===== config.mk =====
export PLATFORM = sky130hd
export DESIGN_NAME = gfp8_group_packer
export DESIGN_NICKNAME = d
export VERILOG_FILES = /design/src/rtl/gfp8_group_packer.sv
export SDC_FILE = /design/constraint.sdc
export NUM_CORES = 2
export LEC_CHECK = 0
export ABC_AREA = 0
export BUFFER_PORTS_ARGS = -buffer_cell sky130_fd_sc_hd__buf_2
export CORE_ASPECT_RATIO = 0.8
export CORE_MARGIN = 4
export CORE_UTILIZATION = 50
export DETAILED_ROUTE_END_ITERATION = 10
export HOLD_SLACK_MARGIN = 0.05
export PLACE_DENSITY = 0.66
export SYNTH_ARGS = -nofsm -noshare
export SYNTH_HDL_FRONTEND = slang
export SYNTH_SLANG_ARGS = --single-unit

===== constraint.sdc =====
create_clock -name i_clk -period 12.1 [get_ports i_clk]
set_input_delay 3.025 -clock i_clk [delete_from_list [all_inputs] [get_ports i_clk]]
set_output_delay 3.025 -clock i_clk [all_outputs]
set_load 0.005 [all_outputs]

===== src/rtl/gfp8_group_packer.sv =====
// Serial GFP8 group encoder: collects GROUP_SIZE wide (mantissa, exponent) results,
// picks one shared biased exponent for the group, then requantises each element to 8 bits.
module gfp8_group_packer #(
  parameter int GROUP_SIZE = 32,
  parameter int GFP_BIAS   = 15
) (
  input  logic                      i_clk,
  input  logic                      i_reset_n,
  input  logic                      i_valid,
  output logic                      o_ready,
  input  logic [31:0]               i_mantissa,
  input  logic [7:0]                i_exponent,
  output logic                      o_valid,
  input  logic                      i_ready,
  output logic [4:0]                o_exp,
  output logic [GROUP_SIZE*8-1:0]   o_man,
  output logic                      o_overflow,
  output logic                      o_underflow
);

  localparam int IDXW = (GROUP_SIZE > 1) ? $clog2(GROUP_SIZE) : 1;
  localparam logic [IDXW-1:0]   LAST_IDX = IDXW'(GROUP_SIZE - 1);
  localparam logic signed [9:0] BIAS     = 10'(GFP_BIAS);
  localparam logic signed [9:0] EG_MAX   = 10'sd31 - BIAS;
  localparam logic signed [9:0] EG_MIN   = 10'sd1 - BIAS;

  typedef enum logic [1:0] {
    COLLECT,
    EXP,
    CONVERT,
    OUTPUT
  } state_e;

  state_e                    state_q, state_d;
  logic [IDXW-1:0]           idx_q, idx_d;
  logic                      ready_q, ready_d;
  logic                      valid_q, valid_d;
  logic [4:0]                exp_q, exp_d;
  logic signed [9:0]         eg_q, eg_d;
  logic signed [9:0]         tmax_q, tmax_d;
  logic                      nonzero_q, nonzero_d;
  logic                      ovf_q, ovf_d;
  logic                      udf_q, udf_d;
  logic [GROUP_SIZE*8-1:0]   man_q, man_d;

  logic                      sign_mem [GROUP_SIZE];
  logic [31:0]               mag_mem  [GROUP_SIZE];
  logic [7:0]                exp_mem  [GROUP_SIZE];

  logic                      accept;
  logic [31:0]               in_mag;
  logic [5:0]                in_len;
  logic signed [9:0]         in_top;

  logic [31:0]               cur_mag;
  logic [7:0]                cur_exp;
  logic                      cur_sign;
  logic signed [10:0]        shift;
  logic [10:0]               neg_shift;
  logic [63:0]               shifted;
  logic                      sat;
  logic [7:0]                mag7;
  logic [7:0]                conv_val;

  logic signed [9:0]         top;
  logic signed [9:0]         biased;

  assign accept = i_valid && ready_q && (state_q == COLLECT);

  // Magnitude is kept unsigned 32-bit so that -2^31 maps to 2^31 without overflow.
  always_comb begin
    in_mag = i_mantissa[31] ? (~i_mantissa + 32'd1) : i_mantissa;
    in_len = 6'd0;
    for (int b = 0; b < 32; b++) begin
      if (in_mag[b]) in_len = 6'(b + 1);
    end
    in_top = $signed({{2{i_exponent[7]}}, i_exponent}) + $signed({4'b0000, in_len});
  end

  always_ff @(posedge i_clk) begin
    if (accept) begin
      sign_mem[idx_q] <= i_mantissa[31];
      mag_mem[idx_q]  <= in_mag;
      exp_mem[idx_q]  <= i_exponent;
    end
  end

  // Requantise the element at idx_q to the shared exponent; saturation only matters
  // when the group exponent was clamped high.
  always_comb begin
    cur_mag   = mag_mem[idx_q];
    cur_exp   = exp_mem[idx_q];
    cur_sign  = sign_mem[idx_q];
    shift     = $signed({{3{cur_exp[7]}}, cur_exp}) - $signed({eg_q[9], eg_q});
    neg_shift = 11'(-shift);
    shifted   = 64'd0;
    sat       = 1'b0;
    if (!shift[10]) begin
      if (shift > 11'sd31) begin
        sat = (cur_mag != 32'd0);
      end else begin
        shifted = {32'd0, cur_mag} << shift[4:0];
        sat     = (shifted > 64'd127);
      end
    end else begin
      if (neg_shift > 11'd31) begin
        shifted = 64'd0;
      end else begin
        shifted = {32'd0, cur_mag >> neg_shift[4:0]};
      end
      sat = (shifted > 64'd127);
    end
    mag7     = sat ? 8'd127 : shifted[7:0];
    conv_val = cur_sign ? (~mag7 + 8'd1) : mag7;
  end

  always_comb begin
    state_d   = state_q;
    idx_d     = idx_q;
    ready_d   = ready_q;
    valid_d   = valid_q;
    exp_d     = exp_q;
    eg_d      = eg_q;
    tmax_d    = tmax_q;
    nonzero_d = nonzero_q;
    ovf_d     = ovf_q;
    udf_d     = udf_q;
    man_d     = man_q;
    top       = tmax_q - 10'sd7;
    biased    = top + BIAS;

    case (state_q)
      COLLECT: begin
        ready_d = 1'b1;
        if (accept) begin
          idx_d = idx_q + 1'b1;
          if (in_mag != 32'd0 && (!nonzero_q || in_top > tmax_q)) begin
            tmax_d    = in_top;
            nonzero_d = 1'b1;
          end
          if (idx_q == LAST_IDX) begin
            idx_d   = '0;
            ready_d = 1'b0;
            state_d = EXP;
          end
        end
      end

      EXP: begin
        ovf_d = 1'b0;
        udf_d = 1'b0;
        if (!nonzero_q) begin
          exp_d = 5'd0;
          eg_d  = 10'sd0;
        end else if (biased > 10'sd31) begin
          exp_d = 5'd31;
          eg_d  = EG_MAX;
          ovf_d = 1'b1;
        end else if (biased < 10'sd1) begin
          exp_d = 5'd1;
          eg_d  = EG_MIN;
          udf_d = 1'b1;
        end else begin
          exp_d = biased[4:0];
          eg_d  = top;
        end
        idx_d   = '0;
        state_d = CONVERT;
      end

      CONVERT: begin
        man_d[idx_q*8 +: 8] = conv_val;
        idx_d = idx_q + 1'b1;
        if (idx_q == LAST_IDX) begin
          idx_d   = '0;
          valid_d = 1'b1;
          state_d = OUTPUT;
        end
      end

      OUTPUT: begin
        if (i_ready) begin
          valid_d   = 1'b0;
          ovf_d     = 1'b0;
          udf_d     = 1'b0;
          idx_d     = '0;
          tmax_d    = 10'sd0;
          nonzero_d = 1'b0;
          ready_d   = 1'b1;
          state_d   = COLLECT;
        end
      end

      default: state_d = COLLECT;
    endcase
  end

  always_ff @(posedge i_clk or negedge i_reset_n) begin
    if (!i_reset_n) begin
      state_q   <= COLLECT;
      idx_q     <= '0;
      ready_q   <= 1'b0;
      valid_q   <= 1'b0;
      exp_q     <= 5'd0;
      eg_q      <= 10'sd0;
      tmax_q    <= 10'sd0;
      nonzero_q <= 1'b0;
      ovf_q     <= 1'b0;
      udf_q     <= 1'b0;
      man_q     <= '0;
    end else begin
      state_q   <= state_d;
      idx_q     <= idx_d;
      ready_q   <= ready_d;
      valid_q   <= valid_d;
      exp_q     <= exp_d;
      eg_q      <= eg_d;
      tmax_q    <= tmax_d;
      nonzero_q <= nonzero_d;
      ovf_q     <= ovf_d;
      udf_q     <= udf_d;
      man_q     <= man_d;
    end
  end

  assign o_ready     = ready_q;
  assign o_valid     = valid_q;
  assign o_exp       = exp_q;
  assign o_man       = man_q;
  assign o_overflow  = ovf_q;
  assign o_underflow = udf_q;

endmodule

==> qor.yml <==
status:
  status: "finished, final reports clean"
route:
  num_vias: 49400
  routed_via_density: 6.78
  dr.pass1.iters: 8
  postRouteAntennaNets: 0
  drt_iter0_markers: 7198
  wl_per_cell_um: 32.5
  wirelength_um: 237000
  drc: 0
worst_setup_path:
  crit_fanout: 64
  reg2reg_depth: 25
  arrival_ns: 10.80
  worstSetupEndpointType: "flip-flop"
  slowest_delay_ns: 0.94
  slowest_stage: "dfrtp_4"
  critPathKind: "reg2reg"
  startpoint_type: "flip-flop"
  crit_path_frequent_cell: "buf_4"
  cp.required_ns: 12.71
synth:
  netlist_area_um2: 71300
  ys.flop_type: "edfxtp_1"
  syn-num-nets: 5135
  synthCells: 5047
  ys_ff_latch: 1604
  synth_top_area_cell: "edfxtp_1"
  synth.most_common_cell: "edfxtp_1"
  yosysSeqAreaShare_pct: 65.5
  avgSynthCellArea_um2: 14.1
  ys_warn_count: 0
  synth.area.top_cells: "edfxtp_1 (55%), dfrtp_1 (10%), mux2i_1 (6.9%)"
  synth_common_cells: "edfxtp_1 (1312), mux2i_1 (488), nor2_1 (322), a22oi_1 (304), dfrtp_1 (292)"
  ys_types: 94
  synth_top_area_share_pct: 55.3
  synth-edff-count: 1312
  postSynth.asyncResetShare_pct: 18.2
sta:
  min_period_ns: 10.18
  tightest_slew_ns: 1.31
  final-hold-violation-count: 0
  setup_viol: 0
  slew_violations: 0
  slew-limit-headroom_pct: 12.6
  rsz0062_at_grt: "no"
  finalCritPeriodShare_pct: 84.2
  finalSetupTns_ns: 0
  clock.fmax_mhz: 98.2
  skew_ns: 0.0496
clocking:
  htreeDepth: 4
  cts-resized-gates: 0
  ctsHoldBuffers: 0
  clk-insertion-delay-late_ns: 0.82
  cts_root_buf: "clkbuf_16"
  cts_num_sinks: 1604
  cts.clk_slew.worst_paths_ns: 0.07
  ctsLongestPathBuffers: 3
  cts_setup_buffers: 0
  cts_inserted_buffers: 158
  cts_tree: "done"
pwr:
  p_seq_share_pct: 27.5
  peakVddDrop_mv: 0.499
  pwr-share-clk_pct: 19.8
  leakage_nw: 28.3
  power.density_nw_per_um2: 307
  finalPower_mw: 24.6
  internal_power_mw: 13.1
  switching_share_pct: 46.9
  combPwrFrac_pct: 52.7
  p_switching_mw: 11.5
die:
  die_x_um: 430
  die-area_um2: 149000
  row_count: 123
  io-pin-count: 309
  start_util_pct: 50.5
  chipHeight_um: 346
  core_area_um2: 141000
hold_path:
  min_path_cells: 2
  hold_path.class: "reg2reg"
global_route:
  antenna_found_initial: 11
  grt_pass1_vias: 46000
  grt_use_total_pct: 31.1
  grt_pass1_wl_um: 337000
  overflow: 0
  grt_max_degree: 126
final_layout:
  nNetsFinal: 5371
  drive_gt1_share_pct: 17.0
  nFillCells: 11100
  syn_to_final_growth_pct: 12.1
flow_run:
  timing.max_cap.violations: 0
placement:
  dpl.hpwl_um: 136000
  globalplace.congestion: 1.05
  portBuffers: 308
-- logic make-up (layout without fill, tap and decap cells) --
family	Yosys count	count (layout)	share of synthesized area, %
simple gates	1130	1130	7.91
xor+xnor	60	60	0.737
other cells	0	3	0
mux	615	615	10.3
compound gates	1160	1160	11.7
fa+ha+maj	44	44	0.793
flops	1604	1604	65.5
buf+inv	434	799	3.03
-- placed cells by master, fill, tap and decap left out, types with 61 or more instances in the layout --
cell type and n:
nor3_1 100, a211oi_1 154, clkbuf_16 158, buf_2 307
nor4_1 61, nand4_1 81, a21oi_1 117, inv_1 62
o31ai_1 67, nor2_1 289, buf_4 134, o21ai_0 124
a22oi_1 304, edfxtp_1 1312, dfrtp_1 290, nand2_1 279
nand3_1 65, mux4_2 93, mux2i_1 488
-- sequential cells by signal (all words and copies together), names as in the netlist, 2 cells and up --
| signal | flops |
|---|---|
| eg_q | 10 |
| exp_mem | 256 |
| idx_q | 5 |
| mag_mem | 1024 |
| o_exp | 5 |
| o_man | 256 |
| sign_mem | 32 |
| state_q | 2 |
| tmax_q | 9 |
-- final timing paths --
path / from / endpoint / slack, ns
max in group asynchronous: i_reset_n / idx_q[1]$_DFFE_PN0P_ / 7.59
worst min register to register: o_man[143]$_DFFE_PN0P_ / o_man[143]$_DFFE_PN0P_ / 0.47
min in group asynchronous: i_reset_n / o_man[55]$_DFFE_PN0P_ / 2.29
worst max-delay path: idx_q[0]$_DFFE_PN0P_ / o_man[142]$_DFFE_PN0P_ / 1.92
worst min-delay path: o_man[143]$_DFFE_PN0P_ / o_man[143]$_DFFE_PN0P_ / 0.47
worst max register to register: idx_q[0]$_DFFE_PN0P_ / o_man[142]$_DFFE_PN0P_ / 1.92
-- power by group through the flow --
stage | combinational [mW] | sequential [mW] | clock [mW]
6_report | 13.0 | 6.75 | 4.86
5_1_grt | 13.4 | 6.80 | 5.13
3_3_place_gp | 12.4 | 6.85 | 0
2_1_floorplan | 8.17 | 6.77 | 0
3_5_place_dp | 12.4 | 6.86 | 0
4_1_cts | 12.4 | 6.75 | 4.91
-- metrics by stage --
| stage | hold slack [ns] | area (µm²) | util [%] | std cells | setup WS (ns) |
|---|---|---|---|---|---|
| 6_report | 0.471 | 79900 | 56.6 | 7290 | 1.92 |
| 5_1_grt | 0.500 | 79900 | 56.6 | 7288 | 1.42 |
| 4_1_cts | 0.476 | 79900 | 56.6 | 7287 | 2.00 |
| 3_5_place_dp | 0.461 | 74900 | 53.1 | 6998 | 1.60 |
| 3_3_place_gp | 0.455 | 74900 | 53.1 | 6998 | 1.68 |
| 2_1_floorplan | 0.467 | 71300 | - | 5047 | 2.01 |
-- area by class of cell --
class | instances | area (µm²) | area share (%)
Sequential cell | 1604 | 46700 | 58.4
Clock buffer | 188 | 4110 | 5.14
Multi-Input combinational cell | 3009 | 22900 | 28.7
Antenna cell | 3 | 7.51 | 0.00939
Timing Repair Buffer | 445 | 2620 | 3.27
Tap cell | 1875 | 2350 | 2.93
Inverter | 65 | 244 | 0.305
Clock inverter | 101 | 951 | 1.19
-- metal layers --
metal	vias up	GRT usage, %	wire [µm]
li1	20500	-	-
met1	25100	45.2	94800
met2	3249	45.9	105000
met3	558	6.96	27300
met4	6	12.1	10000
met5	-	0.354	91
-- critical path, delay by kind of cell, from the launching register on --
family / cells / cell delay [ns]
AOI/OAI and AO/OA: 7 / 1.32
adders and majority gates: 3 / 1.08
buffers and inverters: 8 / 3.61
DFF: 1 / 0.94
muxes: 3 / 1.14
and+or+nand+nor: 4 / 1.82
(Power assumes the default switching activity.)
